$ cat config.mk
export PLATFORM = sky130hd
export DESIGN_NAME = fine_code_slew_dither
export DESIGN_NICKNAME = d
export VERILOG_FILES = /design/src/rtl/fftl_pkg.sv /design/src/rtl/sd1_therm_enc.sv /design/src/rtl/fine_code_slew_dither.sv
export SDC_FILE = /design/constraint.sdc
export NUM_CORES = 1
export LEC_CHECK = 0
export ABC_AREA = 1
export CAP_MARGIN = 20
export CORE_MARGIN = 2
export CORE_UTILIZATION = 40
export CTS_CLUSTER_DIAMETER = 30
export DETAILED_ROUTE_END_ITERATION = 8
export PLACE_DENSITY = 0.68
export SLEW_MARGIN = 20
export SYNTH_ARGS = -nofsm -noshare
export SYNTH_HDL_FRONTEND = slang
export SYNTH_SLANG_ARGS = --single-unit
$ cat constraint.sdc
create_clock -name ref_clk -period 4.7 [get_ports ref_clk]
set_clock_uncertainty 0.05 [all_clocks]
set_input_delay 0.47 -clock ref_clk [delete_from_list [all_inputs] [get_ports ref_clk]]
set_output_delay 0.47 -clock ref_clk [all_outputs]
set_load 0.01 [all_outputs]
$ cat src/rtl/fftl_pkg.sv
// fftl_pkg: shared types and constants for the fine-frequency tracking loop
package fftl_pkg;

    typedef enum logic [1:0] {IDLE, SLEW, DONE} state_t;

    localparam logic [7:0] FINE_CODE_MID = 8'h80;
    localparam int FINE_CELLS = 16;

    function automatic logic [FINE_CELLS-1:0] therm_of(input logic [4:0] n);
        logic [FINE_CELLS:0] t;
        t = {{FINE_CELLS{1'b0}}, 1'b1} << n;
        t = t - 1'b1;
        return t[FINE_CELLS-1:0];
    endfunction

endpackage

$ cat src/rtl/sd1_therm_enc.sv
// sd1_therm_enc: first-order sigma-delta on the low nibble plus thermometer encoder
module sd1_therm_enc
    import fftl_pkg::*;
(
    input  logic                  ref_clk,
    input  logic                  rst_n,
    input  logic [7:0]            code,
    output logic [FINE_CELLS-1:0] therm
);

    logic [3:0] acc;
    logic [4:0] sum;
    logic [4:0] count;

    // accumulator carry adds one extra cell on top of the upper nibble
    always_comb begin
        sum   = {1'b0, acc} + {1'b0, code[3:0]};
        count = {1'b0, code[7:4]} + {4'b0, sum[4]};
    end

    // accumulator and registered cell enables
    always_ff @(posedge ref_clk or negedge rst_n) begin
        if (!rst_n) begin
            acc   <= '0;
            therm <= 16'h00FF;
        end else begin
            acc   <= sum[3:0];
            therm <= therm_of(count);
        end
    end

endmodule

$ cat src/rtl/fine_code_slew_dither.sv
// fine_code_slew_dither: slews the applied fine code toward the latched target and dithers it onto the cell bank
module fine_code_slew_dither
    import fftl_pkg::*;
#(
    parameter int CODE_W   = 8,
    parameter int SLEW_DIV = 4
) (
    input  logic                  ref_clk,
    input  logic                  rst_n,
    input  logic [CODE_W-1:0]     code_in,
    input  logic                  code_valid,
    input  logic                  hold,
    output logic [FINE_CELLS-1:0] therm_out,
    output logic [CODE_W-1:0]     code_applied,
    output logic                  busy,
    output logic                  settled
);

    state_t            state, state_nx;
    logic [CODE_W-1:0] target, target_nx, applied, applied_nx, stepped;
    logic [7:0]        div_cnt, div_nx;
    logic              tick;

    // next-state: retarget, divider cadence and the single-LSB step
    always_comb begin
        target_nx  = code_valid ? code_in : target;
        tick       = (state == SLEW) && !hold && (div_cnt == 8'(SLEW_DIV - 1));
        stepped    = (target_nx > applied) ? applied + 1'b1 : applied - 1'b1;
        state_nx   = state;
        applied_nx = applied;
        div_nx     = div_cnt;
        if (state != SLEW) begin
            div_nx   = '0;
            state_nx = (code_valid && code_in != applied) ? SLEW : IDLE;
        end else if (code_valid && code_in == applied) begin
            div_nx   = '0;
            state_nx = DONE;
        end else if (!hold) begin
            div_nx = tick ? '0 : div_cnt + 8'd1;
            if (tick) begin
                applied_nx = stepped;
                state_nx   = (stepped == target_nx) ? DONE : SLEW;
            end
        end
    end

    // state registers
    always_ff @(posedge ref_clk or negedge rst_n) begin
        if (!rst_n) begin
            state   <= IDLE;
            target  <= FINE_CODE_MID;
            applied <= FINE_CODE_MID;
            div_cnt <= '0;
        end else begin
            state   <= state_nx;
            target  <= target_nx;
            applied <= applied_nx;
            div_cnt <= div_nx;
        end
    end

    assign code_applied = applied;
    assign busy         = (state == SLEW);
    assign settled      = (state == DONE);

    sd1_therm_enc u_enc (
        .ref_clk (ref_clk),
        .rst_n   (rst_n),
        .code    (applied),
        .therm   (therm_out)
    );

endmodule
==> impl_metrics.json <==
{
  "ir_worst_vdd_v": 0.000435,
  "rsz0062_at_grt": "no",
  "internal_power_mw": 1.60,
  "ioPinCount": 38,
  "drt-pass1-iter-count": 4,
  "yosysSeqAreaShare": 0.381,
  "die_h_um": 91.4,
  "outcome": "complete, no violations",
  "drtIter0Drc": 114,
  "r2r_setup_slack_ns": 1.25,
  "cts_max_level": 2,
  "num_vias": 2573,
  "worstPathMaxFanout": 9,
  "startpoint_type": "input port",
  "routabilityCongestion": 0.894,
  "cts_tree": "done",
  "post_cts_buffers": 0,
  "synth_seq_cells": 46,
  "powerDensity_nw_per_um2": 828,
  "final_cell_mix": "nand2_1 (93), inv_1 (55), dfrtp_1 (36), clkdlybuf4s50_1 (36), nor2_1 (32)",
  "die_area_um2": 8350,
  "holdBufCountCts": 0,
  "syn_to_final_growth_pct": 19.7,
  "crit_end": "state[0]",
  "r2r-end": "state[0]",
  "setup_viol": 0,
  "routedWlPerCell_um": 12.0,
  "slew_violations": 0,
  "final_area_um2": 3660,
  "cts_root_buffer": "clkbuf_8",
  "yosysWarnings": 0,
  "grt_pass1_wl_um": 11200,
  "p_leak_nw": 1.79,
  "fmax_mhz": 254,
  "path_class": "input port to flop",
  "switching_share": 0.471,
  "clk_latency_ns": 0.30,
  "fin_crit_ns": 3.94,
  "layout-drive-gt1-share": 0.118,
  "cts_buffer_depth": 2,
  "r2r-start": "code_applied[7]",
  "hold_viol": 0,
  "antenna_found_initial": 0,
  "grt_pass1_vias": 2477,
  "reg2regPathDepth": 17,
  "hold_path.class": "input port to asynchronous set/reset pin",
  "drt-total-wl_um": 6370,
  "fill_cells": 684,
  "async_flop_share": 1.00,
  "p_switching_mw": 1.42,
  "dpl_cell_area_um2": 3520,
  "overflow": 0,
  "pwr-share-comb": 0.648,
  "cp_data_arrival_time_ns": 4.12,
  "clkTransAtPathRegs_ns": 0.09,
  "critPathLaunch": "code_valid",
  "synth_nets": 426,
  "drc": 0,
  "cp.required_ns": 4.88,
  "relSlewSlack": 0.534,
  "ant_nets": 0,
  "critPathCaptureType": "flop",
  "final_common_cell": "nand2_1",
  "layout.nets": 467,
  "ys.flop_type": "dfrtp_1",
  "cts_made_buffers": 5,
  "p_clk_frac": 0.117,
  "avgSynthCellArea_um2": 7.85,
  "cts.sinks": 46,
  "seq_power_share": 0.235,
  "synth_edf_count": 0,
  "setup-tns-final_ns": 0,
  "die_w_um": 91.4,
  "power.total_mw": 3.03,
  "tightest_slew_ns": 0.699,
  "port_buffers": 37,
  "fin_crit_sh": 0.838,
  "place_hpwl_um": 4950,
  "diodes": 0,
  "synthCells": 389,
  "synth.distinct_cells": 39,
  "routed_via_density": 4.85,
  "post_cts_resized": 0,
  "netlist_area_um2": 3060,
  "drv_cap": 0,
  "core.rowCount": 31,
  "start_util": 0.417,
  "grt_usage": 0.164,
  "fp.coreArea_um2": 7330,
  "grt_max_degree": 47
}
[metrics by stage]
step / std cells / hold WS [ns] / worst slack, ns / utilization
after floorplan: 389 / 0.124 / 1.35 / -
after global placement: 522 / 0.403 / 0.587 / 0.480
after detailed placement: 522 / 0.411 / 0.475 / 0.480
after CTS: 530 / 0.322 / 0.788 / 0.499
after global routing: 530 / 0.151 / 0.363 / 0.499
final: 530 / 0.106 / 0.760 / 0.499
[cells in the mapped netlist, types with 7 or more instances]
cell / count / share of area
nand2_1: 93 / 0.11
inv_1: 55 / 0.068
dfrtp_1: 36 / 0.29
nor2_1: 32 / 0.039
nand3_1: 29 / 0.048
ha_1: 23 / 0.094
a21oi_1: 15 / 0.025
o21ai_0: 15 / 0.025
dfstp_2: 10 / 0.086
xnor2_1: 8 / 0.023
xor2_1: 8 / 0.023
nand2_2: 7 / 0.014
[power groups by stage]
stage	clock, mW	combinational, mW	sequential [mW]
6_report	0.353	1.96	0.712
5_1_grt	0.383	2.26	0.735
3_3_place_gp	0	1.92	0.721
4_1_cts	0.367	1.97	0.716
2_1_floorplan	0	1.44	0.726
3_5_place_dp	0	1.95	0.723
[flip-flops by register name, indices dropped and copies added, names as in the netlist]
| signal | cells |
|---|---|
| u_enc.acc | 4 |
| code_applied | 8 |
| u_enc.therm | 16 |
| state | 2 |
| div_cnt | 8 |
| target | 8 |
[per-layer routing]
metal  track usage  part of all wire
met3        0.0299             0.025
met2         0.271              0.48
met1         0.221              0.49
met4        0.0404            0.0093
met5             0                 0
[logic make-up (layout without fill, tap and decap cells)]
family	Yosys count	in the layout	share of synthesized area
buf+inv	63	105	0.0835
fa+ha+maj	25	25	0.107
simple gates	198	198	0.303
compound gates	40	40	0.0745
xor+xnor	17	17	0.0512
flops	46	46	0.381
[how the worst min path moves through the flow]
stage	endpoint	from
2_1_floorplan	code_applied[0]	rst_n
3_3_place_gp	u_enc.acc[0]	u_enc.acc[0]
3_5_place_dp	u_enc.acc[0]	u_enc.acc[0]
4_1_cts	u_enc.therm[12]	rst_n
5_1_grt	u_enc.therm[12]	rst_n
6_report	u_enc.therm[15]	rst_n
[layout make-up]
class,count,area [µm²],area share
multi-input cells,280,1640,0.447
flip-flops and latches,46,1160,0.318
repair buffers,38,375,0.103
inverters,59,221,0.0605
well taps,99,124,0.0339
clock buffers,5,68.8,0.0188
clock inverters,3,68.8,0.0188
[critical path, stage by stage]
cell and delay (ns):
clkdlybuf4s50_1 0.50, inv_2 0.09, or2_2 0.28, o21ai_0 0.11, inv_1 0.12, ha_1 0.30
nand2_1 0.07, nor2_1 0.15, nand2_1 0.07, nand2_1 0.08, nand2_1 0.22, ha_1 0.41
a21oi_1 0.23, o21ai_0 0.10, a21oi_1 0.30, inv_1 0.12, nand3_1 0.12, nand3_1 0.08
nand3_1 0.10, nand2_1 0.06, a21oi_1 0.14
No activity file was read; power rests on OpenSTA's default activity.
